<file path="config.mk">
export PLATFORM = sky130hd
export DESIGN_NAME = id_ex_register_flat
export DESIGN_NICKNAME = d
export VERILOG_FILES = /design/src/rtl/id_ex_register_pkg.sv /design/src/rtl/id_ex_register_if.sv /design/src/rtl/pipe_field_reg.sv /design/src/rtl/id_ex_register.sv /design/src/flat_wrapper.sv
export SDC_FILE = /design/constraint.sdc
export NUM_CORES = 1
export LEC_CHECK = 0
export ABC_AREA = 1
export BUFFER_PORTS_ARGS = -buffer_cell sky130_fd_sc_hd__buf_4
export CORE_MARGIN = 1
export CORE_UTILIZATION = 42
export CTS_BUF_LIST = sky130_fd_sc_hd__clkbuf_8 sky130_fd_sc_hd__clkbuf_16
export CTS_CLUSTER_DIAMETER = 120
export DETAILED_ROUTE_END_ITERATION = 8
export PLACE_DENSITY = 0.76
export SETUP_SLACK_MARGIN = 0.4
export SYNTH_ARGS = -nofsm -noshare
export SYNTH_HDL_FRONTEND = slang
export SYNTH_HIERARCHICAL = 1
export SYNTH_SLANG_ARGS = --single-unit
export TNS_END_PERCENT = 1
</file>
<file path="constraint.sdc">
create_clock -name clk_i -period 1.25 [get_ports clk_i]
set_input_delay 0 -clock clk_i [delete_from_list [all_inputs] [get_ports clk_i]]
set_output_delay 0 -clock clk_i [all_outputs]
set_load 0.02 [all_outputs]
</file>
<file path="src/rtl/id_ex_register_pkg.sv">
// Shared types for the ID/EX stage: ALU class encodings, opcode constants,
// the packed control-word bundle and a small reference decoder.
package id_ex_register_pkg;

   typedef enum logic [1:0] {
      I_TYPE  = 2'b00,
      S_TYPE  = 2'b01,
      R_TYPE  = 2'b10,
      SB_TYPE = 2'b11
   } aluop_e;

   localparam logic [6:0] OPC_R      = 7'b0110011;
   localparam logic [6:0] OPC_I      = 7'b0010011;
   localparam logic [6:0] OPC_LOAD   = 7'b0000011;
   localparam logic [6:0] OPC_STORE  = 7'b0100011;
   localparam logic [6:0] OPC_BRANCH = 7'b1100011;

   // Bundle layout {RegWrite,MemtoReg,MemRead,MemWrite,ALUOp,ALUSrc,Branch}
   typedef struct packed {
      logic   reg_write;
      logic   mem_to_reg;
      logic   mem_read;
      logic   mem_write;
      aluop_e alu_op;
      logic   alu_src;
      logic   branch;
   } ctrl_t;

   localparam int CTRL_W = $bits(ctrl_t);

   // Word loaded by reset and flush: nothing enabled, ALU class left at R.
   localparam ctrl_t CTRL_BUBBLE = '{reg_write: 1'b0, mem_to_reg: 1'b0, mem_read: 1'b0,
                                     mem_write: 1'b0, alu_op: R_TYPE, alu_src: 1'b0,
                                     branch: 1'b0};

   // Word captured for a non-instruction: every control field literally zero.
   localparam ctrl_t CTRL_ZERO = '{reg_write: 1'b0, mem_to_reg: 1'b0, mem_read: 1'b0,
                                   mem_write: 1'b0, alu_op: I_TYPE, alu_src: 1'b0,
                                   branch: 1'b0};

   // Main-decoder control word for the supported opcode classes.
   function automatic ctrl_t decode_ctrl(input logic [6:0] opcode);
      ctrl_t c;
      c = CTRL_BUBBLE;
      case (opcode)
         OPC_R: begin
            c.reg_write = 1'b1;
            c.alu_op    = R_TYPE;
         end
         OPC_I: begin
            c.reg_write = 1'b1;
            c.alu_op    = I_TYPE;
            c.alu_src   = 1'b1;
         end
         OPC_LOAD: begin
            c.reg_write  = 1'b1;
            c.mem_to_reg = 1'b1;
            c.mem_read   = 1'b1;
            c.alu_op     = I_TYPE;
            c.alu_src    = 1'b1;
         end
         OPC_STORE: begin
            c.mem_write = 1'b1;
            c.alu_op    = S_TYPE;
            c.alu_src   = 1'b1;
         end
         OPC_BRANCH: begin
            c.branch = 1'b1;
            c.alu_op = SB_TYPE;
         end
         default: c = CTRL_BUBBLE;
      endcase
      return c;
   endfunction

endpackage

</file>
<file path="src/rtl/id_ex_register_if.sv">
// ID-to-EX bundle: hazard controls and ID-side fields in, registered EX-side copies out.
interface id_ex_register_if #(
   parameter int DATA_W = 32,
   parameter int ADDR_W = 5,
   parameter int CNT_W  = 16
);
   logic              stall_i;
   logic              flush_i;
   logic              valid_i;
   logic              RegWrite_i;
   logic              MemtoReg_i;
   logic              MemRead_i;
   logic              MemWrite_i;
   logic              ALUSrc_i;
   logic              Branch_i;
   logic [1:0]        ALUOp_i;
   logic [DATA_W-1:0] rs1_data_i;
   logic [DATA_W-1:0] rs2_data_i;
   logic [DATA_W-1:0] imm_i;
   logic [DATA_W-1:0] pc_i;
   logic [9:0]        funct_i;
   logic [ADDR_W-1:0] rs1_i;
   logic [ADDR_W-1:0] rs2_i;
   logic [ADDR_W-1:0] rd_i;

   logic              valid_o;
   logic              RegWrite_o;
   logic              MemtoReg_o;
   logic              MemRead_o;
   logic              MemWrite_o;
   logic              ALUSrc_o;
   logic              Branch_o;
   logic [1:0]        ALUOp_o;
   logic [DATA_W-1:0] rs1_data_o;
   logic [DATA_W-1:0] rs2_data_o;
   logic [DATA_W-1:0] imm_o;
   logic [DATA_W-1:0] pc_o;
   logic [9:0]        funct_o;
   logic [ADDR_W-1:0] rs1_o;
   logic [ADDR_W-1:0] rs2_o;
   logic [ADDR_W-1:0] rd_o;
   logic [CNT_W-1:0]  bubble_cnt_o;

   modport master (
      output stall_i, flush_i, valid_i, RegWrite_i, MemtoReg_i, MemRead_i, MemWrite_i,
             ALUSrc_i, Branch_i, ALUOp_i, rs1_data_i, rs2_data_i, imm_i, pc_i, funct_i,
             rs1_i, rs2_i, rd_i,
      input  valid_o, RegWrite_o, MemtoReg_o, MemRead_o, MemWrite_o, ALUSrc_o, Branch_o,
             ALUOp_o, rs1_data_o, rs2_data_o, imm_o, pc_o, funct_o, rs1_o, rs2_o, rd_o,
             bubble_cnt_o
   );

   modport slave (
      input  stall_i, flush_i, valid_i, RegWrite_i, MemtoReg_i, MemRead_i, MemWrite_i,
             ALUSrc_i, Branch_i, ALUOp_i, rs1_data_i, rs2_data_i, imm_i, pc_i, funct_i,
             rs1_i, rs2_i, rd_i,
      output valid_o, RegWrite_o, MemtoReg_o, MemRead_o, MemWrite_o, ALUSrc_o, Branch_o,
             ALUOp_o, rs1_data_o, rs2_data_o, imm_o, pc_o, funct_o, rs1_o, rs2_o, rd_o,
             bubble_cnt_o
   );
endinterface

</file>
<file path="src/rtl/pipe_field_reg.sv">
// W-bit pipeline field: async active-low reset, load enable (hold when low)
// and a synchronous clear that takes priority over the load.
module pipe_field_reg #(
   parameter int           W       = 8,
   parameter logic [W-1:0] RST_VAL = '0,
   parameter logic [W-1:0] CLR_VAL = '0
) (
   input  logic         clk_i,
   input  logic         rst_i,
   input  logic         en_i,
   input  logic         clr_i,
   input  logic [W-1:0] d_i,
   output logic [W-1:0] q_o
);
   logic [W-1:0] field_q;
   logic [W-1:0] field_d;

   // Next value: clear beats load, otherwise hold.
   always_comb begin
      field_d = field_q;
      if (clr_i) begin
         field_d = CLR_VAL;
      end else if (en_i) begin
         field_d = d_i;
      end
   end

   // Field storage.
   always_ff @(posedge clk_i or negedge rst_i) begin
      if (!rst_i) begin
         field_q <= RST_VAL;
      end else begin
         field_q <= field_d;
      end
   end

   assign q_o = field_q;
endmodule

</file>
<file path="src/rtl/id_ex_register.sv">
// ID/EX pipeline register: control word and operand payload with stall/flush,
// a per-stage valid bit and a saturating count of bubbles entering EX.
module id_ex_register #(
   parameter int DATA_W = 32,
   parameter int ADDR_W = 5,
   parameter int CNT_W  = 16
) (
   input  logic         clk_i,
   input  logic         rst_i,
   id_ex_register_if.slave bus
);
   import id_ex_register_pkg::*;

   localparam int PAY_W = 4 * DATA_W + 10 + 3 * ADDR_W;

   ctrl_t             id_ctrl;
   ctrl_t             ctrl_cap;
   ctrl_t             ctrl_q;
   logic [CTRL_W-1:0] ctrl_raw;
   logic [PAY_W-1:0]  pay_cap;
   logic [PAY_W-1:0]  pay_q;
   logic              load_en;
   logic              bubble_in;
   logic              valid_q;
   logic              valid_d;
   logic [CNT_W-1:0]  cnt_q;
   logic [CNT_W-1:0]  cnt_d;

   function automatic logic [CNT_W-1:0] sat_inc(input logic [CNT_W-1:0] v);
      return (v == {CNT_W{1'b1}}) ? v : v + CNT_W'(1);
   endfunction

   assign load_en   = ~bus.stall_i;
   // A bubble enters EX on a flush, or on a normal capture of a non-instruction.
   assign bubble_in = bus.flush_i | (~bus.stall_i & ~bus.valid_i);

   // Control word to capture; a non-instruction carries no enables so EX/MEM/WB stay quiet.
   always_comb begin
      id_ctrl = CTRL_ZERO;
      id_ctrl.reg_write  = bus.RegWrite_i;
      id_ctrl.mem_to_reg = bus.MemtoReg_i;
      id_ctrl.mem_read   = bus.MemRead_i;
      id_ctrl.mem_write  = bus.MemWrite_i;
      id_ctrl.alu_op     = aluop_e'(bus.ALUOp_i);
      id_ctrl.alu_src    = bus.ALUSrc_i;
      id_ctrl.branch     = bus.Branch_i;
      ctrl_cap = bus.valid_i ? id_ctrl : CTRL_ZERO;
   end

   assign pay_cap = {bus.rs1_data_i, bus.rs2_data_i, bus.imm_i, bus.pc_i,
                     bus.funct_i, bus.rs1_i, bus.rs2_i, bus.rd_i};

   pipe_field_reg #(
      .W       (CTRL_W),
      .RST_VAL (CTRL_BUBBLE),
      .CLR_VAL (CTRL_BUBBLE)
   ) u_ctrl_reg (
      .clk_i (clk_i),
      .rst_i (rst_i),
      .en_i  (load_en),
      .clr_i (bus.flush_i),
      .d_i   (ctrl_cap),
      .q_o   (ctrl_raw)
   );

   pipe_field_reg #(
      .W       (PAY_W),
      .RST_VAL ('0),
      .CLR_VAL ('0)
   ) u_pay_reg (
      .clk_i (clk_i),
      .rst_i (rst_i),
      .en_i  (load_en),
      .clr_i (bus.flush_i),
      .d_i   (pay_cap),
      .q_o   (pay_q)
   );

   assign ctrl_q = ctrl_t'(ctrl_raw);

   // Valid and bubble-counter next state: flush > stall > normal.
   always_comb begin
      valid_d = valid_q;
      cnt_d   = cnt_q;
      if (bus.flush_i) begin
         valid_d = 1'b0;
      end else if (!bus.stall_i) begin
         valid_d = bus.valid_i;
      end
      if (bubble_in) begin
         cnt_d = sat_inc(cnt_q);
      end
   end

   // Valid flop and bubble counter storage.
   always_ff @(posedge clk_i or negedge rst_i) begin
      if (!rst_i) begin
         valid_q <= 1'b0;
         cnt_q   <= '0;
      end else begin
         valid_q <= valid_d;
         cnt_q   <= cnt_d;
      end
   end

   assign bus.valid_o      = valid_q;
   assign bus.bubble_cnt_o = cnt_q;
   assign bus.RegWrite_o   = ctrl_q.reg_write;
   assign bus.MemtoReg_o   = ctrl_q.mem_to_reg;
   assign bus.MemRead_o    = ctrl_q.mem_read;
   assign bus.MemWrite_o   = ctrl_q.mem_write;
   assign bus.ALUOp_o      = ctrl_q.alu_op;
   assign bus.ALUSrc_o     = ctrl_q.alu_src;
   assign bus.Branch_o     = ctrl_q.branch;
   assign {bus.rs1_data_o, bus.rs2_data_o, bus.imm_o, bus.pc_o,
           bus.funct_o, bus.rs1_o, bus.rs2_o, bus.rd_o} = pay_q;
endmodule

</file>
<file path="src/flat_wrapper.sv">
// flat-port wrapper written by rule: the top's interface ports become plain ports
module id_ex_register_flat import id_ex_register_pkg::*;
#(
   parameter int DATA_W = 32,
   parameter int ADDR_W = 5,
   parameter int CNT_W  = 16
)
  (clk_i, rst_i, bus_stall_i, bus_flush_i, bus_valid_i, bus_RegWrite_i, bus_MemtoReg_i, bus_MemRead_i, bus_MemWrite_i, bus_ALUSrc_i, bus_Branch_i, bus_ALUOp_i, bus_rs1_data_i, bus_rs2_data_i, bus_imm_i, bus_pc_i, bus_funct_i, bus_rs1_i, bus_rs2_i, bus_rd_i, bus_valid_o, bus_RegWrite_o, bus_MemtoReg_o, bus_MemRead_o, bus_MemWrite_o, bus_ALUSrc_o, bus_Branch_o, bus_ALUOp_o, bus_rs1_data_o, bus_rs2_data_o, bus_imm_o, bus_pc_o, bus_funct_o, bus_rs1_o, bus_rs2_o, bus_rd_o, bus_bubble_cnt_o);
  id_ex_register_if #(.DATA_W(DATA_W), .ADDR_W(ADDR_W), .CNT_W(CNT_W)) bus_i ();
  input  logic clk_i;
  input  logic rst_i;
  input wire logic [$bits(bus_i.stall_i)-1:0] bus_stall_i;
  input wire logic [$bits(bus_i.flush_i)-1:0] bus_flush_i;
  input wire logic [$bits(bus_i.valid_i)-1:0] bus_valid_i;
  input wire logic [$bits(bus_i.RegWrite_i)-1:0] bus_RegWrite_i;
  input wire logic [$bits(bus_i.MemtoReg_i)-1:0] bus_MemtoReg_i;
  input wire logic [$bits(bus_i.MemRead_i)-1:0] bus_MemRead_i;
  input wire logic [$bits(bus_i.MemWrite_i)-1:0] bus_MemWrite_i;
  input wire logic [$bits(bus_i.ALUSrc_i)-1:0] bus_ALUSrc_i;
  input wire logic [$bits(bus_i.Branch_i)-1:0] bus_Branch_i;
  input wire logic [$bits(bus_i.ALUOp_i)-1:0] bus_ALUOp_i;
  input wire logic [$bits(bus_i.rs1_data_i)-1:0] bus_rs1_data_i;
  input wire logic [$bits(bus_i.rs2_data_i)-1:0] bus_rs2_data_i;
  input wire logic [$bits(bus_i.imm_i)-1:0] bus_imm_i;
  input wire logic [$bits(bus_i.pc_i)-1:0] bus_pc_i;
  input wire logic [$bits(bus_i.funct_i)-1:0] bus_funct_i;
  input wire logic [$bits(bus_i.rs1_i)-1:0] bus_rs1_i;
  input wire logic [$bits(bus_i.rs2_i)-1:0] bus_rs2_i;
  input wire logic [$bits(bus_i.rd_i)-1:0] bus_rd_i;
  output wire logic [$bits(bus_i.valid_o)-1:0] bus_valid_o;
  output wire logic [$bits(bus_i.RegWrite_o)-1:0] bus_RegWrite_o;
  output wire logic [$bits(bus_i.MemtoReg_o)-1:0] bus_MemtoReg_o;
  output wire logic [$bits(bus_i.MemRead_o)-1:0] bus_MemRead_o;
  output wire logic [$bits(bus_i.MemWrite_o)-1:0] bus_MemWrite_o;
  output wire logic [$bits(bus_i.ALUSrc_o)-1:0] bus_ALUSrc_o;
  output wire logic [$bits(bus_i.Branch_o)-1:0] bus_Branch_o;
  output wire logic [$bits(bus_i.ALUOp_o)-1:0] bus_ALUOp_o;
  output wire logic [$bits(bus_i.rs1_data_o)-1:0] bus_rs1_data_o;
  output wire logic [$bits(bus_i.rs2_data_o)-1:0] bus_rs2_data_o;
  output wire logic [$bits(bus_i.imm_o)-1:0] bus_imm_o;
  output wire logic [$bits(bus_i.pc_o)-1:0] bus_pc_o;
  output wire logic [$bits(bus_i.funct_o)-1:0] bus_funct_o;
  output wire logic [$bits(bus_i.rs1_o)-1:0] bus_rs1_o;
  output wire logic [$bits(bus_i.rs2_o)-1:0] bus_rs2_o;
  output wire logic [$bits(bus_i.rd_o)-1:0] bus_rd_o;
  output wire logic [$bits(bus_i.bubble_cnt_o)-1:0] bus_bubble_cnt_o;
  assign bus_i.stall_i = bus_stall_i;
  assign bus_i.flush_i = bus_flush_i;
  assign bus_i.valid_i = bus_valid_i;
  assign bus_i.RegWrite_i = bus_RegWrite_i;
  assign bus_i.MemtoReg_i = bus_MemtoReg_i;
  assign bus_i.MemRead_i = bus_MemRead_i;
  assign bus_i.MemWrite_i = bus_MemWrite_i;
  assign bus_i.ALUSrc_i = bus_ALUSrc_i;
  assign bus_i.Branch_i = bus_Branch_i;
  assign bus_i.ALUOp_i = bus_ALUOp_i;
  assign bus_i.rs1_data_i = bus_rs1_data_i;
  assign bus_i.rs2_data_i = bus_rs2_data_i;
  assign bus_i.imm_i = bus_imm_i;
  assign bus_i.pc_i = bus_pc_i;
  assign bus_i.funct_i = bus_funct_i;
  assign bus_i.rs1_i = bus_rs1_i;
  assign bus_i.rs2_i = bus_rs2_i;
  assign bus_i.rd_i = bus_rd_i;
  assign bus_valid_o = bus_i.valid_o;
  assign bus_RegWrite_o = bus_i.RegWrite_o;
  assign bus_MemtoReg_o = bus_i.MemtoReg_o;
  assign bus_MemRead_o = bus_i.MemRead_o;
  assign bus_MemWrite_o = bus_i.MemWrite_o;
  assign bus_ALUSrc_o = bus_i.ALUSrc_o;
  assign bus_Branch_o = bus_i.Branch_o;
  assign bus_ALUOp_o = bus_i.ALUOp_o;
  assign bus_rs1_data_o = bus_i.rs1_data_o;
  assign bus_rs2_data_o = bus_i.rs2_data_o;
  assign bus_imm_o = bus_i.imm_o;
  assign bus_pc_o = bus_i.pc_o;
  assign bus_funct_o = bus_i.funct_o;
  assign bus_rs1_o = bus_i.rs1_o;
  assign bus_rs2_o = bus_i.rs2_o;
  assign bus_rd_o = bus_i.rd_o;
  assign bus_bubble_cnt_o = bus_i.bubble_cnt_o;
  id_ex_register #(.DATA_W(DATA_W), .ADDR_W(ADDR_W), .CNT_W(CNT_W)) u_core (.clk_i(clk_i), .rst_i(rst_i), .bus(bus_i));
endmodule
</file>
Yosys cells after proc, flatten, opt, wreduce, memory -nomap -nowiden
Cells that the tools add are included.
Widths: inputs -> output; s select.
Storage, ports and cells
  register bits after elaboration: 178
  bits of input ports: 166
  output and inout bits: 178
Operators by class
  $add $sub $neg: 1
  eq/ne operators: 2
  muxes and demuxes: 7
  bitwise operators: 5
  reduce and logical (&&, ||, !) cells: 1
Operator list (number)
  $mux 153: 2
  $mux 8: 3
  $add 16x1->16 const B: 1
  $eq 16x16->1 const B: 1
  $not 1->1: 3
  $mux 1: 2
  $ne 2x1->1 const B: 1
  $reduce_and 2->1: 1
  $and 1x1->1: 1
  $or 1x1->1: 1

Depth between registers and ports, before layout
Gate-level depths: netlist (run 1).
  depth after elaboration: 4
  depth in mapped cells: 10
  gate-level depth less buffers: 9

Hierarchy
The synthesis (run 1) kept the hierarchy.
Modules (own cells, without submodules)
  pipe_field_reg at u_core.u_pay_reg: instances 1, cells each 663, area an instance 6000.8 µm², seq. area each 3828.7 µm²
  id_ex_register: instances 1, cells each 169, area an instance 1149.9 µm², seq. area each 425.4 µm²
  pipe_field_reg at u_core.u_ctrl_reg: instances 1, cells each 35, area an instance 336.6 µm², seq. area each 201.4 µm²

Worst setup path before layout (run 1)
Ideal clock, no wire load.
  path kind: register to register
  from: register u_core.cnt_q[1], in the netlist u_core/bus.bubble_cnt_o[1]
  to: register u_core.cnt_q[10], in the netlist u_core/bus.bubble_cnt_o[10]
  library setup time: 0.118 ns
  data arrival time: 1.425 ns
  data required time: 1.132 ns
  slack: -0.293 ns
  stages on the path, launching flop included: 10
  buffers on the path: 1
  period minus slack after synthesis: 1.543 ns
  cells stage by stage: dfrtp_1 > ha_1 > nand3_1 > inv_2 > nand2_2 > nor2_2 > nor2_1 > buf_6 > nand2_2 > o21ai_2
Between the ends
  longest elaborated chain between the ends: 3
  elaborated cells on any way between the ends: 4
  those cells by class: 1 x add/sub; 1 x eq/ne; 1 x bitwise; 1 x reduce/logical
Ends and longest elaborated chain
  start: declaration: RTL line id_ex_register.sv:26  | logic [CNT_W-1:0] cnt_q;
  start signal: assignment: RTL line id_ex_register.sv:102  | cnt_q <= cnt_d;
  branches (longest 3 deep; another with $add 16x1->16)
Several ways; the timed one is not identified.
A chain may end at the register's enable or synchronous reset.

Worst setup path in the final report (run 1)
  from: register u_core.cnt_q[1], in the netlist u_core/bus.bubble_cnt_o[1]
  to: register u_core.cnt_q[5], in the netlist u_core/bus.bubble_cnt_o[5]
Same word-level chain as after synthesis.

==> metrics.md, run 1 <==
| Metric | Value |
|---|---|
| M1 GR Usage | `between 30 and 40%` |
| Most instantiated library cell after synthesis | `nand2_1` |
| Clock sink total | `~180` |
| Design area | `13700 µm²` |
| Initial antenna violation count | `2` |
| Initial Util | `43.1%` |
| Worst Hold Class | `input pin to async pin` |
| Initial DRC count | `~800` |
| ANT nets after route | `0` |
| Non-Filler Instances | `approximately 1.6k` |
| IO Count | `approximately 340` |
| Final WS setup | `-0.104 ns` |
| Power Density | `about 1200 nW/µm²` |
| Count of different cell masters after synthesis | `27` |
| Top delay family on crit path | `flip-flops` |
| Cells after Synth | `between 800 and 900` |
| Worst skew pair latency | `between 0.4 and 0.5 ns` |
| Nets | `between 1.5k and 2k` |
| Endpoints failing setup | `16` |
| Status | `finished with violations` |
| Site Rows | `between 40 and 50` |
| Violated checks | `setup timing` |
| Routed vias | `around 8.7k` |
| Most frequent cells after synthesis | `nand2_1, dfrtp_1, nand3_1, buf_2, inv_1` |
| Critical path class | `register to register` |
| CTS Buffer Depth | `2` |
| Post-route DRC violation count | `0` |
| Mean post-synth cell area | `about 8.6 µm²` |
| Peak supply drop | `between 0.0009 and 0.001 V` |
| Slowest cell on the critical path | `dfrtp_2` |
| Wirelength per Cell | `around 20 µm` |
| Register Area | `approximately 4500 µm²` |
| Total Wirelength | `about 32000 µm` |
| Synthesized area | `7490 µm²` |
| RSZ-0062 raised after global routing | `true` |
| Syn nets | `1034` |
| Clock skew | `between 0.015 and 0.02 ns` |
| Most area-consuming cells after synthesis | `dfrtp_1, nand2_1, nand3_1` |
| Crit Path Max Fanout | `5` |
| Crit path arrival time | `between 1.5 and 2 ns` |
| IO Port Bufs | `343` |
| Core area | `between 15000 and 20000 µm²` |
| Die ar. | `between 15000 and 20000 µm²` |
| Cells after DPL | `approximately 1.4k` |
| Share of cells above drive strength 1 | `between 30 and 40%` |
| GRT Max-Usage Layer | `met2` |
| Seq cells post-synth | `about 180` |
| Dpl cell area | `10600 µm²` |
| Crit path required time | `1.58 ns` |
| Slew Viols, Final | `0` |
| Buf/Inv on CP | `3` |
| Post-DP HPWL | `around 17000 µm` |
| Total CTS buffers | `17` |
| Hold slack | `0.0389 ns` |
| Die height | `roughly 140 µm` |
| Post-synth top area share | `around three fifths` |
| Root Driver | `clkbuf_16` |
| CTS tree | `yes` |
| Worst-margin pin slew | `0.401 ns` |
| EDFF count, synth | `0` |
| Primary FF master, synth | `dfrtp_1` |
| Tmin final | `~1.4 ns` |
| Post-synth ARST share | `100%` |
| Vias in the first global route | `8344` |
| Relative slew slack | `between 70% and 80%` |
| Global route overflow | `0` |
| Final TNS setup | `-1.20 ns` |
| Leak | `approximately 7.2 nW` |
| Via/cell ratio | `between 5 and 6` |
| Max cap viols | `0` |
| Area leader, netlist | `dfrtp_1` |
| Crit-path cells | `ha_4 > nand3_2 > inv_2 > nand2_4 > inv_4 > nand2_8 > buf_6 > a21oi_4 > nor2_2` |
| Largest net degree at the start of global routing | `about 90` |
| Total track usage | `roughly a third` |
| CTS H-tree depth | `4` |
| Fmax | `738 MHz` |
| Fill cell count | `about 960` |
| Worst path max stage delay | `around 0.4 ns` |
| Met2 usage | `53.0%` |
| Pwr Total | `between 15 and 20 mW` |
| Register area share after synthesis | `between 50% and 60%` |
| Tcrit/Tclk final | `108%` |
| First-pass GRT wire length | `about 44000 µm` |
| Setup crit end kind | `register` |
| Area growth syn-to-layout | `82.9%` |
| M3 GR Usage | `between 10% and 20%` |
| Ys Warns | `6` |
| CTS clk-pin slew, worst paths | `~0.080 ns` |
| Pre-antenna DRT Iters | `8` |
| Placer congestion estimate | `slightly above 0.8` |
| Area of the multi-input gates | `2790 µm²` |
| Final hold vios | `0` |
| Startpoint Class | `register` |
| Die width | `~140 µm` |
## cell usage in the layout (no fill, tap or decap), drive strengths merged
master	count
nand2	393
nand4	9
clkbuf	19
nand3	169
o21ai	6
clkinv	3
nor3	1
a21oi	2
nor2	24
o21bai	1
dfrtp	177
dfstp	1
dlymetal6s4s	1
buf	390
xnor2	3
inv	32
nand3b	1
bufinv	1
diode	2
dlygate4sd3	166
clkinvlp	4
ha	1
## registers in the layout, summed over array words and instances, names as in the netlist
signal,count
u_core/u_pay_reg/q_o,153
u_core/bus.valid_o,1
u_core/u_ctrl_reg/q_o,8
u_core/bus.bubble_cnt_o,16
## routing by layer
| layer | wire length [µm] | vias to the layer above |
|---|---|---|
| met5 | 0 | - |
| li1 | - | 3813 |
| met3 | 3090 | 136 |
| met4 | 1700 | 0 |
| met1 | 11300 | 4180 |
| met2 | 15900 | 557 |
## cell type report
type / count / share of cell area [%]
repair buffers: 557 / 39.8
flip-flops and latches: 178 / 32.6
multi-input cells: 610 / 20.4
clock buffers: 19 / 3.31
well taps: 225 / 2.06
clock inverters: 13 / 1.04
inverters: 27 / 0.795
diodes: 2 / 0.0366
## repair_timing
item                                   CTS  global route
cloned                                   1             0
pin swaps                                4             8
gates resized for setup                 20           194
hold buffers                           167             0
buffers inserted                         0             3
endpoints found under the hold margin  340             0
setup endpoints to repair              194           198
## per-stage QoR
step	setup slack, ns	util [%]
final	-0.104	78.9
after global routing	-0.160	78.9
after CTS	-0.0951	74.6
after detailed placement	-0.202	61.1
after global placement	-0.119	61.1
after floorplan	-0.109	-
## kinds of logic (layout without fill, tap and decap cells)
logic type                 after synthesis  count (layout)  share of synthesized area (%)
and+or+nand+nor                        596             597                           34.1
DFF                                    178             178                           59.5
buffers and inverters                   80             616                           5.08
AOI/OAI and AO/OA                        9               9                          0.836
xor gates and xnor gates                 3               3                          0.351
adders and majority gates                1               1                          0.167
other                                    0               2                              0
## power breakdown
part / internal [mW] / switching (mW) / total, mW
Sequential: 6.16 / 0.383 / 6.54
Combinational: 1.96 / 1.96 / 3.92
Clock: 2.92 / 2.52 / 5.44
## path summary, 6_finish.rpt
| kind | to | start | slack (ns) | cells past startpoint |
|---|---|---|---|---|
| max | u_core/bus.bubble_cnt_o[5] | u_core/bus.bubble_cnt_o[1] | -0.10 | 9 |
| min | u_core/u_pay_reg/q_o[38] | rst_i | 0.04 | 2 |
| max reg2reg | u_core/bus.bubble_cnt_o[5] | u_core/bus.bubble_cnt_o[1] | -0.10 | 9 |
| min reg2reg | u_core/u_ctrl_reg/q_o[3] | u_core/u_ctrl_reg/q_o[3] | 0.48 | 2 |
| max in group asynchronous | u_core/u_pay_reg/q_o[0] | rst_i | 0.64 | 3 |
| min in group clk_i | u_core/u_pay_reg/q_o[134] | bus_flush_i | 0.05 | 4 |
Power figures use the tool's default switching activity.
==> inputs of run 2 (changes only) <==
--- a/config.mk
+++ b/config.mk
@@ -13,7 +13,6 @@
 export CTS_CLUSTER_DIAMETER = 120
 export DETAILED_ROUTE_END_ITERATION = 8
 export PLACE_DENSITY = 0.76
-export SETUP_SLACK_MARGIN = 0.4
 export SYNTH_ARGS = -nofsm -noshare
 export SYNTH_HDL_FRONTEND = slang
 export SYNTH_HIERARCHICAL = 1
==> run 2 against run 1 <==
- the flow still finishes with violations (setup timing)
- highest routed layer unchanged
- wire length is 8.9% lower
- total power is 3.0% lower
- combinational power is 8.2% lower
- via count is 2.9% lower
- clock skew is 0.0019 ns higher
- sequential cell count stayed put
- non-clock buffer count is 2 higher
- critical path depth stayed put
- maximum frequency is 1.7% higher
==> metrics.md, run 2 (synthesized netlist as in run 1, its figures left out) <==
| Metric | Value |
|---|---|
| Fill cell count | `1080 (was 961)` |
| Startpoint Class | `register (unchanged)` |
| Non-Filler Instances | `1633 (was 1631)` |
| Root Driver | `clkbuf_16 (unchanged)` |
| Post-DP HPWL | `16700 µm (unchanged)` |
| Crit path arrival time | `1.65 ns (was 1.68 ns)` |
| Slew Viols, Final | `0 (unchanged)` |
| Hold path start | `bus_valid_i` |
| Core area | `17400 µm² (unchanged)` |
| IO Count | `344 (unchanged)` |
| Top layer reached by signal wires | `met4 (unchanged)` |
| M1 WL | `10900 µm (was 11300 µm)` |
| Worst skew pair latency | `0.43 ns (about the same)` |
| Fmax | `751 MHz (was 738 MHz)` |
| Setup crit end kind | `register (unchanged)` |
| CTS Buffer Depth | `2 (unchanged)` |
| Pre-antenna DRT Iters | `5 (was 8)` |
| Final WS setup | `-0.0822 ns (was -0.104 ns)` |
| Clock skew | `0.0182 ns (was 0.0163 ns)` |
| Initial DRC count | `608 (was 804)` |
| CTS H-tree depth | `4 (unchanged)` |
| Initial Util | `43.1% (unchanged)` |
| Max cap viols | `0 (unchanged)` |
| Total CTS buffers | `17 (unchanged)` |
| Cells after DPL | `1426 (unchanged)` |
| FF-to-FF End | `u_core/bus.bubble_cnt_o[5] (unchanged)` |
| Vias in the first global route | `8319 (was 8344)` |
| Hold EP | `u_core/bus.valid_o` |
| Final hold vios | `0 (unchanged)` |
| Nets | `1560 (was 1558)` |
| IO Port Bufs | `343 (unchanged)` |
| Worst r2r src | `u_core/bus.bubble_cnt_o[1] (unchanged)` |
| Wire length on met3 | `2580 µm (was 3090 µm)` |
| Crit path required time | `1.57 ns (was 1.58 ns)` |
| CTS clk-pin slew, worst paths | `0.08 ns (about the same)` |
| Endpoints failing setup | `14 (was 16)` |
| RSZ-0062 raised after global routing | `true (unchanged)` |
| Die height | `136 µm (unchanged)` |
| Leak | `7.06 nW (was 7.23 nW)` |
| Site Rows | `48 (unchanged)` |
| Max reg flops | `153 (unchanged)` |
| ANT nets after route | `0 (unchanged)` |
| Status | `finished with violations (unchanged)` |
| Area growth syn-to-layout | `73.6% (was 82.9%)` |
| Share of cells above drive strength 1 | `33.2% (was 33.8%)` |
| Most frequent cells in the layout | `nand2_1, buf_4, dfrtp_1 (was nand2_1, buf_4, buf_6)` |
| Via/cell ratio | `5.17 (was 5.33)` |
| Crit Path Max Fanout | `5 (unchanged)` |
| Clock sink total | `178 (unchanged)` |
| Wirelength per Cell | `17.8 µm (was 19.6 µm)` |
| Most common cell after layout, fill and taps aside | `nand2_1 (unchanged)` |
| Global route overflow | `0 (unchanged)` |
| Initial antenna violation count | `2 (unchanged)` |
| Total Wirelength | `29100 µm (was 31900 µm)` |
| Peak supply drop | `0.00106 V (was 0.000966 V)` |
| Postcts setup bufs | `0 (unchanged)` |
| Placer congestion estimate | `0.828 (unchanged)` |
| Worst-margin pin slew | `0.430 ns (was 0.401 ns)` |
| Power Density | `1190 nW/µm² (was 1160 nW/µm²)` |
| Die width | `136 µm (unchanged)` |
| R2r setup slk | `-0.08 ns (was -0.10 ns)` |
| Total track usage | `31.7% (was 31.9%)` |
| Hold path depth | `3` |
| FF-to-FF path depth | `9 (unchanged)` |
| Tmin final | `1.33 ns (was 1.35 ns)` |
| Final Util | `74.9% (was 78.9%)` |
| Routed vias | `8438 (was 8686)` |
| Die ar. | `18400 µm² (unchanged)` |
| Tcrit/Tclk final | `107% (was 108%)` |
| Worst Hold Class | `input pin to register (was input pin to async pin)` |
| First-pass GRT wire length | `44100 µm (was 44400 µm)` |
| Critical path class | `register to register (unchanged)` |
| Violated checks | `setup timing (unchanged)` |
| Relative slew slack | `71.4% (was 73.3%)` |
| DR WL met2 | `14300 µm (was 15900 µm)` |
| CTS tree | `yes (unchanged)` |
| Post-route DRC violation count | `0 (unchanged)` |
| Largest net degree at the start of global routing | `88 (unchanged)` |
## run 2: cell count changes in the layout (fill, tap and decap cells not counted), moves of 2 or more
cell           previous run  this run
buf_4                   193       372
nand2_1                 379       381
buf_6                   185         3
dlygate4sd3_1           166       172
## run 2: layout make-up
type,instances,area [µm²],area share (%)
Antenna cell,2,5.00,0.0385
Clock buffer,19,453,3.48
Clock inverter,13,143,1.10
Inverter,27,106,0.818
Multi-Input combinational cell,610,2750,21.2
Sequential cell,178,4460,34.3
Tap cell,225,282,2.17
Timing Repair Buffer,559,4800,36.9
## run 2: worst max-delay path by stage
| stage | from | end | depth (start not counted) |
|---|---|---|---|
| after floorplan | u_core/bus.bubble_cnt_o[1] | u_core/bus.bubble_cnt_o[6] | 9 |
| after global placement | u_core/bus.bubble_cnt_o[1] | u_core/bus.bubble_cnt_o[2] | 9 |
| after detailed placement | u_core/bus.bubble_cnt_o[1] | u_core/bus.bubble_cnt_o[2] | 9 |
| after CTS | u_core/bus.bubble_cnt_o[0] | u_core/bus.bubble_cnt_o[5] | 9 |
| after global routing | u_core/bus.bubble_cnt_o[1] | u_core/bus.bubble_cnt_o[5] | 9 |
| final | u_core/bus.bubble_cnt_o[1] | u_core/bus.bubble_cnt_o[5] | 9 |
## run 2: power by group
part	total [mW]	leakage [nW]	internal [mW]	switching [mW]
sequential	6.46	2.36	6.16	0.302
clock	5.38	0.279	2.92	2.45
combinational	3.60	4.41	1.72	1.88
total	15.4	7.06	10.8	4.63
## run 2: through the flow
| stage | hold slack [ns] | power [mW] | setup WS [ns] | cell area [µm²] | TNS [ns] |
|---|---|---|---|---|---|
| after floorplan | -0.296 | 7.84 | -0.109 | 7530 | -1.51 |
| after global placement | -0.0737 | 9.46 | -0.119 | 10600 | -0.905 |
| after detailed placement | -0.0720 | 9.53 | -0.202 | 10600 | -1.54 |
| after CTS | 0.0100 | 15.3 | -0.0951 | 12900 | -0.716 |
| after global routing | 0.0294 | 16.0 | -0.174 | 13000 | -1.96 |
| final | 0.0350 | 15.4 | -0.0822 | 13000 | -0.754 |
## run 2: critical path, stage by stage (launching register included)
cell,delay (ns)
dfrtp_2,0.40
ha_4,0.14
nand3_2,0.08
inv_2,0.08
nand2_2,0.06
inv_2,0.08
nand2_4,0.08
buf_6,0.12
a21oi_2,0.12
nor2_1,0.05
## run 2: routing by layer
metal | up-vias | track usage (%)
met5 | - | 0.833
met4 | 0 | 16.9
met3 | 93 | 10.3
met2 | 478 | 52.9
met1 | 4049 | 36.1
li1 | 3818 | -
## run 2: repair_timing
item                                   in CTS  in global routing
gates resized for setup                     9                 13
cloned                                      1                  0
setup endpoints to repair                  15                 17
pin swaps                                   4                  3
endpoints found under the hold margin     340                  0
hold buffers                              172                  0
==> inputs of run 3 (changes only) <==
--- a/config.mk
+++ b/config.mk
@@ -6,13 +6,13 @@
 export NUM_CORES = 1
 export LEC_CHECK = 0
 export ABC_AREA = 1
-export BUFFER_PORTS_ARGS = -buffer_cell sky130_fd_sc_hd__buf_4
-export CORE_MARGIN = 1
-export CORE_UTILIZATION = 42
+export CORE_AREA = 2 2 132 134
 export CTS_BUF_LIST = sky130_fd_sc_hd__clkbuf_8 sky130_fd_sc_hd__clkbuf_16
 export CTS_CLUSTER_DIAMETER = 120
 export DETAILED_ROUTE_END_ITERATION = 8
-export PLACE_DENSITY = 0.76
+export DIE_AREA = 0 0 134 136
+export DONT_BUFFER_PORTS = 1
+export PLACE_DENSITY = 0.62
 export SYNTH_ARGS = -nofsm -noshare
 export SYNTH_HDL_FRONTEND = slang
 export SYNTH_HIERARCHICAL = 1
==> run 3 against run 2 <==
- the run ends with hold timing, setup timing left
- sequential cell count is the same
- via count shrank 19%
- worst setup slack gained 0.011 ns
- non-clock buffer count shrank 323
- critical path depth shrank 2
- highest routed layer is now met5
- largest power group unchanged
- core utilization shrank 12 points
- critical path type unchanged
- global-route usage shrank 6.2 points
- largest cell class is now flip-flops and latches
- critical endpoint is now u_core/bus.bubble_cnt_o[15]
- clock skew shrank 0.013 ns
- cell area shrank 18%
- sequential share of layout area grew 7.7 points
==> metrics.md, run 3 (synthesized netlist as in run 1, its figures left out) <==
| Metric | Value |
|---|---|
| Status | `finished with violations (unchanged)` |
| Violated checks | `hold timing, setup timing (was setup timing)` |
| Total Wirelength | `23500 µm (was 29100 µm)` |
| Core area | `16900 µm² (was 17400 µm²)` |
| Tcrit/Tclk final | `106% (was 107%)` |
| IO Count | `344 (unchanged)` |
| CTS Buffer Depth | `2 (unchanged)` |
| Routed vias | `6848 (was 8438)` |
| Vias in the first global route | `7074 (was 8319)` |
| Critical path class | `register to register (unchanged)` |
| M3 GR Usage | `9.17% (was 10.3%)` |
| Setup crit end kind | `register (unchanged)` |
| Startpoint Class | `register (unchanged)` |
| Leak | `5.43 nW (was 7.06 nW)` |
| Die ar. | `18200 µm² (was 18400 µm²)` |
| Placer congestion estimate | `0.850 (was 0.828)` |
| Crit path required time | `1.56 ns (was 1.57 ns)` |
| Crit Path Max Fanout | `8 (was 5)` |
| Tmin final | `1.32 ns (was 1.33 ns)` |
| Most frequent cells in the layout | `nand2_1, dlygate4sd3_1, dfrtp_1 (was nand2_1, buf_4, dfrtp_1)` |
| Fmax | `757 MHz (was 751 MHz)` |
| Initial DRC count | `483 (was 608)` |
| ANT cells | `0 (was 2)` |
| CTS H-tree depth | `4 (unchanged)` |
| Total track usage | `25.5% (was 31.7%)` |
| Initial antenna violation count | `1 (was 2)` |
| CTS clk-pin slew, worst paths | `0.07 ns (was 0.08 ns)` |
| Hold slack | `-0.731 ns (was 0.0350 ns)` |
| Nets | `1236 (was 1560)` |
| Initial Util | `44.4% (was 43.1%)` |
| Final WS setup | `-0.0714 ns (was -0.0822 ns)` |
| Power Density | `1380 nW/µm² (was 1190 nW/µm²)` |
| Die width | `134 µm (was 136 µm)` |
| ANT nets after route | `0 (unchanged)` |
| Total CTS buffers | `17 (unchanged)` |
| Site Rows | `48 (unchanged)` |
| Worst-margin pin slew | `0.637 ns (was 0.430 ns)` |
| Clock skew | `0.00544 ns (was 0.0182 ns)` |
| Largest net degree at the start of global routing | `179 (was 88)` |
| Final hold vios | `178 (was 0)` |
| Root Driver | `clkbuf_16 (unchanged)` |
| Slew Viols, Final | `0 (unchanged)` |
| Max reg flops | `153 (unchanged)` |
| Post-DP HPWL | `13900 µm (was 16700 µm)` |
| GRT Max-Usage Layer | `met2 (unchanged)` |
| IO Port Bufs | `0 (was 343)` |
| Endpoints failing setup | `15 (was 14)` |
| First-pass GRT wire length | `36500 µm (was 44100 µm)` |
| Pwr Total | `14.6 mW (was 15.4 mW)` |
| CTS tree | `yes (unchanged)` |
| Most common cell after layout, fill and taps aside | `nand2_1 (unchanged)` |
| Dpl ws | `-0.107 ns (was -0.202 ns)` |
| Met2 usage | `43.2% (was 52.9%)` |
| Area growth syn-to-layout | `41.9% (was 73.6%)` |
| Global route overflow | `0 (unchanged)` |
| Worst Hold Class | `input pin to async pin (was input pin to register)` |
| Peak supply drop | `0.00100 V (was 0.00106 V)` |
| Max cap viols | `0 (unchanged)` |
| Relative slew slack | `57.5% (was 71.4%)` |
| Clock sink total | `178 (unchanged)` |
| Post-route DRC violation count | `0 (unchanged)` |
| Crit path arrival time | `1.63 ns (was 1.65 ns)` |
| Cells after DPL | `1079 (was 1426)` |
| Share of cells above drive strength 1 | `10.2% (was 33.2%)` |
| RSZ-0062 raised after global routing | `true (unchanged)` |
| Wirelength per Cell | `18.0 µm (was 17.8 µm)` |
| Non-Filler Instances | `1307 (was 1633)` |
| M1 GR Usage | `30.0% (was 36.1%)` |
| Die height | `136 µm (about the same)` |
| Worst skew pair latency | `0.42 ns (was 0.43 ns)` |
| Pre-antenna DRT Iters | `4 (was 5)` |
| Final Util | `62.9% (was 74.9%)` |
| Via/cell ratio | `5.24 (was 5.17)` |
-- run 3: cell types whose count changed in the layout (fill, tap and decap cells not counted), sizes merged --
cell	before	now
inv	32	36
nand2	393	392
clkbuf	19	18
diode	2	0
clkinvlp	4	0
buf	387	41
dlygate4sd3	172	194
dlymetal6s4s	0	1
bufinv	1	3
clkinv	3	2
-- run 3: worst max-delay path, cell delays in order (launching register included) --
cell	delay, ns
dfrtp_2	0.39
buf_4	0.14
nand3_4	0.09
nor3_4	0.24
buf_12	0.15
nand3_2	0.07
nand2_1	0.07
nand2_1	0.05
-- run 3: timing repair --
item	in CTS	in global routing
setup endpoints to repair	15	19
pin swaps	3	1
buffers inserted	1	0
resized for setup	7	5
endpoints found under the hold margin	349	179
hold buffers	194	1
-- run 3: stage by stage --
stage               TNS [ns]  cell area [µm²]  hold WS, ns
floorplan              -1.51             7530       -0.296
global placement      -0.492             7990       -0.291
detailed placement     -1.08             7990       -0.290
CTS                   -0.609            10600       -0.746
global route           -1.84            10600       -0.761
finish                -0.661            10600       -0.731
-- run 3: final timing paths --
check	from	endpoint	slack, ns	cells after the start
setup / recovery	u_core/bus.bubble_cnt_o[1]	u_core/bus.bubble_cnt_o[15]	-0.07	7
hold / removal	rst_i	u_core/bus.bubble_cnt_o[7]	-0.73	0
setup reg to reg	u_core/bus.bubble_cnt_o[1]	u_core/bus.bubble_cnt_o[15]	-0.07	7
hold reg to reg	u_core/u_ctrl_reg/q_o[3]	u_core/u_ctrl_reg/q_o[3]	0.54	2
max in group asynchronous	rst_i	u_core/u_pay_reg/q_o[121]	1.67	0
min in group clk_i	bus_flush_i	u_core/u_pay_reg/q_o[6]	0.02	4
-- run 3: area by class of cell --
cell class | instances | area, µm²
fill | 1315 | 6250
sequential | 178 | 4460
multi-input combinational | 609 | 2730
timing repair buffer | 236 | 2420
clock buffer | 18 | 439
tap | 225 | 282
clock inverter | 14 | 191
inverter | 27 | 106
-- run 3: per-layer routing --
metal  vias up  part of all wire, %
met5         -                0.055
met4         2                  2.3
met3        41                   10
met2       372                   50
met1      3274                   37
li1       3159                    -
-- run 3: report_power, final --
part           internal [mW]  total, mW  leakage, nW  switching [mW]
clock                   3.29       5.71        0.315            2.43
combinational          0.984       2.01         2.75            1.03
sequential              6.16       6.90         2.36           0.744
total                   10.4       14.6         5.43            4.20
